`src/rtl/map_switch_ctrl.sv`:
```
// rtl/map_switch_ctrl.sv - sequences a mapper index change: wait for bus idle, blank, reset cores, settle, ack.
module map_switch_ctrl #(
  parameter int IDX_W       = 8,
  parameter int RST_CYC     = 16,
  parameter int SETTLE_CYC  = 4,
  parameter int TIMEOUT_CYC = 4096
) (
  input  logic             clk,
  input  logic             rst_n,
  input  logic             cfg_req,
  input  logic [IDX_W-1:0] cfg_idx,
  output logic             cfg_busy,
  output logic             cfg_ack,
  output logic             cfg_err,
  input  logic             m2,
  input  logic             ss_act,
  output logic [IDX_W-1:0] map_idx_o,
  output logic             map_rst_o,
  output logic             out_blank_o
);

  localparam int TW     = $clog2(TIMEOUT_CYC);
  localparam int PH_MAX = (RST_CYC > SETTLE_CYC) ? RST_CYC : SETTLE_CYC;
  localparam int PW     = $clog2(PH_MAX + 1);

  localparam logic [TW-1:0] TIMER_MAX = TW'(TIMEOUT_CYC - 1);
  localparam logic [PW-1:0] RST_LAST  = PW'(RST_CYC - 1);
  localparam logic [PW-1:0] SET_LAST  = PW'(SETTLE_CYC - 1);

  typedef enum logic [2:0] {
    S_IDLE, S_WAIT, S_BLANK, S_RESET, S_SETTLE, S_DONE
  } state_e;

  state_e           state_q;
  logic             req_q;
  logic             m2_meta_q, m2_s_q, m2_prev_q;
  logic [TW-1:0]    timer_q;
  logic [PW-1:0]    cnt_q;
  logic [IDX_W-1:0] idx_l_q, map_idx_q;
  logic             busy_q, ack_q, err_q, map_rst_q, blank_q;

  logic req_edge;
  logic bus_idle;

  assign req_edge = cfg_req & ~req_q;
  // M2 must have been seen low on two consecutive synchronised samples.
  assign bus_idle = ~m2_s_q & ~m2_prev_q;

  always_ff @(posedge clk or negedge rst_n) begin
    if (!rst_n) begin
      state_q   <= S_IDLE;
      req_q     <= 1'b0;
      m2_meta_q <= 1'b0;
      m2_s_q    <= 1'b0;
      m2_prev_q <= 1'b0;
      timer_q   <= '0;
      cnt_q     <= '0;
      idx_l_q   <= '0;
      map_idx_q <= '0;
      busy_q    <= 1'b0;
      ack_q     <= 1'b0;
      err_q     <= 1'b0;
      map_rst_q <= 1'b0;
      blank_q   <= 1'b0;
    end else begin
      m2_meta_q <= m2;
      m2_s_q    <= m2_meta_q;
      m2_prev_q <= m2_s_q;
      req_q     <= cfg_req;
      ack_q     <= 1'b0;
      case (state_q)
        S_IDLE: begin
          if (req_edge) begin
            idx_l_q <= cfg_idx;
            busy_q  <= 1'b1;
            err_q   <= 1'b0;
            timer_q <= '0;
            state_q <= S_WAIT;
          end
        end
        S_WAIT: begin
          if (bus_idle && !ss_act) begin
            blank_q <= 1'b1;
            state_q <= S_BLANK;
          end else if ((timer_q == TIMER_MAX) && !ss_act) begin
            err_q   <= 1'b1;
            blank_q <= 1'b1;
            state_q <= S_BLANK;
          end else if (timer_q != TIMER_MAX) begin
            timer_q <= timer_q + TW'(1);
          end
        end
        S_BLANK: begin
          map_idx_q <= idx_l_q;
          map_rst_q <= 1'b1;
          cnt_q     <= '0;
          state_q   <= S_RESET;
        end
        S_RESET: begin
          if (cnt_q == RST_LAST) begin
            map_rst_q <= 1'b0;
            cnt_q     <= '0;
            state_q   <= S_SETTLE;
          end else begin
            cnt_q <= cnt_q + PW'(1);
          end
        end
        S_SETTLE: begin
          if (cnt_q == SET_LAST) begin
            blank_q <= 1'b0;
            ack_q   <= 1'b1;
            cnt_q   <= '0;
            state_q <= S_DONE;
          end else begin
            cnt_q <= cnt_q + PW'(1);
          end
        end
        S_DONE: begin
          busy_q  <= 1'b0;
          state_q <= S_IDLE;
        end
        default: state_q <= S_IDLE;
      endcase
    end
  end

  assign cfg_busy    = busy_q;
  assign cfg_ack     = ack_q;
  assign cfg_err     = err_q;
  assign map_idx_o   = map_idx_q;
  assign map_rst_o   = map_rst_q;
  assign out_blank_o = blank_q;

endmodule
```
`config.mk`:
```
export PLATFORM = sky130hd
export DESIGN_NAME = map_switch_ctrl
export DESIGN_NICKNAME = d
export VERILOG_FILES = /design/src/rtl/map_switch_ctrl.sv
export SDC_FILE = /design/constraint.sdc
export NUM_CORES = 1
export LEC_CHECK = 0
export ABC_AREA = 1
export CORE_MARGIN = 5
export CORE_UTILIZATION = 40
export CTS_BUF_LIST = sky130_fd_sc_hd__clkbuf_4 sky130_fd_sc_hd__clkbuf_8
export DETAILED_ROUTE_END_ITERATION = 10
export PLACE_DENSITY = 0.71
export SYNTH_ARGS = -nofsm -noshare
export SYNTH_HDL_FRONTEND = slang
export SYNTH_SLANG_ARGS = --single-unit
```
`constraint.sdc`:
```
create_clock -name clk -period 2.1 [get_ports clk]
set_input_delay 0.42 -clock clk [delete_from_list [all_inputs] [get_ports clk]]
set_output_delay 0.42 -clock clk [all_outputs]
set_load 0.02 [all_outputs]
```
==> flow_metrics.env <==
export IMPL_worstSetupPathType="reg2reg"
export IMPL_period_needed_ns=1.77
export IMPL_p_total_w=0.00316
export IMPL_holdCritPathClass="in2async"
export IMPL_synthesis_nets=298
export IMPL_place_congestion=0.827
export IMPL_ir_worst_vdd_uv=491
export IMPL_grt_max_degree=46
export IMPL_antenna_found_initial=0
export IMPL_dieArea_um2=7160
export IMPL_p_comb_share_pct=39.0
export IMPL_drc_errors=0
export IMPL_setup_tns_ns=0
export IMPL_antenna_left=0
export IMPL_skew_ns=0.00515
export IMPL_rows=27
export IMPL_pwr_share_clk_pct=21.5
export IMPL_cts_max_level=2
export IMPL_start_util_pct=40.7
export IMPL_cp_arrival_ns=1.96
export IMPL_antennaDiodeCount=0
export IMPL_n_fill_cell=529
export IMPL_swShare_pct=39.3
export IMPL_start_kind="flop"
export IMPL_cts_buffer_depth=2
export IMPL_worstPathRequired_ns=2.29
export IMPL_synth_ff_type="dfrtp_1"
export IMPL_syn_area_um2=2230
export IMPL_root_buffer="clkbuf_8"
export IMPL_grtUsageTotal_pct=13.1
export IMPL_status="finished, final reports clean"
export IMPL_grt_pass1_vias=1703
export IMPL_setup_violations=0
export IMPL_cts_hold_buf=0
export IMPL_post_cts_resized=0
export IMPL_dpl_cell_area_um2=2540
export IMPL_cts_clk_slew_worst_paths_ns=0.09
export IMPL_grt_pass1_wl_um=7740
export IMPL_rsz0062_at_grt="no"
export IMPL_synth_enable_flop_cells=0
export IMPL_ios=26
export IMPL_syn2layout_area_growth_pct=19.3
export IMPL_yosysTopAreaCell="dfrtp_1"
export IMPL_p_leak_nw=1.26
export IMPL_drv_cap=0
export IMPL_slew_headroom_pct=62.8
export IMPL_die_w_um=84.6
export IMPL_r2r_start="timer_q[0]"
export IMPL_cp_max_fo=13
export IMPL_p_per_area_nw_per_um2=1190
export IMPL_pwr_share_seq_pct=39.5
export IMPL_end_kind="flop"
export IMPL_cts_setup_buffers=0
export IMPL_layout_commonest_cell="nand2_1"
export IMPL_worst_pin_slew_ns=0.558
export IMPL_place_hpwl_um=3000
export IMPL_ys_warn_count=0
export IMPL_numPortBuffers=25
export IMPL_r2r_slack_ns=0.33
export IMPL_vias=1850
export IMPL_routedWlPerCell_um=11.2
export IMPL_core_area_um2=5470
export IMPL_rr_endpoint="timer_q[11]"
export IMPL_synth_seq_cells=45
export IMPL_layout_nets=327
export IMPL_slew_violations=0
export IMPL_first_iter_violations=117
export IMPL_synth_async_reset_ratio_pct=100
export IMPL_grt_overflow_total=0
export IMPL_seq_area_frac_synth_pct=50.6
export IMPL_die_h_um=84.6
export IMPL_cts_buffers=5
export IMPL_p_int_w=0.00192
export IMPL_cts_tree="yes"
export IMPL_fin_area_um2=2660
export IMPL_vias_per_cell=4.83
export IMPL_synthTopCellsByArea="dfrtp_1 (51%), nand2_1 (13%), nand3_1 (6.3%)"
export IMPL_synth_cells=281
export IMPL_clock_sinks=45
export IMPL_fmax_mhz=565
export IMPL_hold_viol_final=0
export IMPL_wirelength_um=4280
export IMPL_syn_area_per_cell_um2=7.93
export IMPL_final_cell_mix="nand2_1 (79), dfrtp_1 (45), inv_1 (33)"
export IMPL_clk_insertion_delay_late_ns=0.30
export IMPL_finalCritPeriodShare_pct=84.3
export IMPL_synth_distinct_cells=27
export IMPL_power_switching_w=0.00124
export IMPL_yosysTopAreaCellShare_pct=50.6
export IMPL_drt_pass1_iterations=4
export IMPL_r2r_cells=8
export IMPL_drive_gt1_share_pct=8.36
[flip-flops by register name, summed over array words and instances, names as in the netlist]
| register | flops |
|---|---|
| cfg_ack | 1 |
| cfg_busy | 1 |
| cfg_err | 1 |
| cnt_q | 5 |
| idx_l_q | 8 |
| m2_meta_q | 1 |
| m2_prev_q | 1 |
| m2_s_q | 1 |
| map_idx_o | 8 |
| map_rst_o | 1 |
| out_blank_o | 1 |
| req_q | 1 |
| state_q | 3 |
| timer_q | 12 |
[cells by family after synthesis]
family                     synth area share (%)
muxes                                     0.506
AOI/OAI and AO/OA                          8.03
and+or+nand+nor                            30.4
DFF                                        50.6
adders and majority gates                  2.25
buffers and inverters                      8.20
[stage by stage]
step	util, %	hold WS, ns	cells	setup slack [ns]
finish	48.6	0.182	383	0.330
global route	48.6	0.243	383	0.164
CTS	48.6	0.203	383	0.350
detailed placement	46.4	0.347	375	0.245
global placement	46.4	0.335	375	0.285
floorplan	-	0.124	281	0.612
[area by class of cell]
type	count	area [µm²]	area share [%]
inverter	36	136	5.13
tap	72	90.1	3.39
timing repair buffer	28	268	10.1
clock inverter	3	50.0	1.88
clock buffer	5	68.8	2.59
sequential	45	1130	42.4
multi-input combinational	194	918	34.6
[per-layer routing]
layer,track usage [%],vias to the layer above,wire (µm)
met5,0,-,0
met4,5.32,0,97
met3,3.53,9,161
met2,21.0,29,1970
met1,16.7,861,2050
li1,-,951,-
[cell usage after synthesis, types with 3 or more instances]
library cell	n
o21ai_0	15
inv_1	33
dfrtp_1	45
nand4_1	4
ha_1	4
nor2_1	31
nand3_1	28
nand3_2	3
nor2_2	4
a21oi_1	13
nand2_2	3
nand2_1	79
[critical path, cell delays in order (launching register included)]
cell and delay, ns:
dfrtp_1 0.43, ha_1 0.20, nand2_1 0.11, nor2_2 0.22, nand4_1 0.20, nand2_1 0.12
nand2_2 0.19, nand3_1 0.15, nand2_1 0.05
[power groups by stage]
stage	clock, W	sequential, W	combinational, W
after CTS	0.000698	0.00125	0.00125
after floorplan	0	0.00135	0.000773
final	0.000679	0.00125	0.00123
after global placement	0	0.00126	0.00121
after detailed placement	0	0.00126	0.00124
after global routing	0.000733	0.00129	0.00141
[how the worst max path moves through the flow]
stage	slack (ns)	end	from	depth (start not counted)
final	0.33	timer_q[11]	timer_q[0]	8
after global placement	0.28	timer_q[11]	cfg_req	8
after floorplan	0.61	state_q[0]	cnt_q[0]	11
after global routing	0.16	state_q[0]	cnt_q[0]	11
after CTS	0.35	state_q[0]	cnt_q[0]	11
after detailed placement	0.25	timer_q[2]	cfg_req	8
No activity file was read; power rests on OpenSTA's default activity.
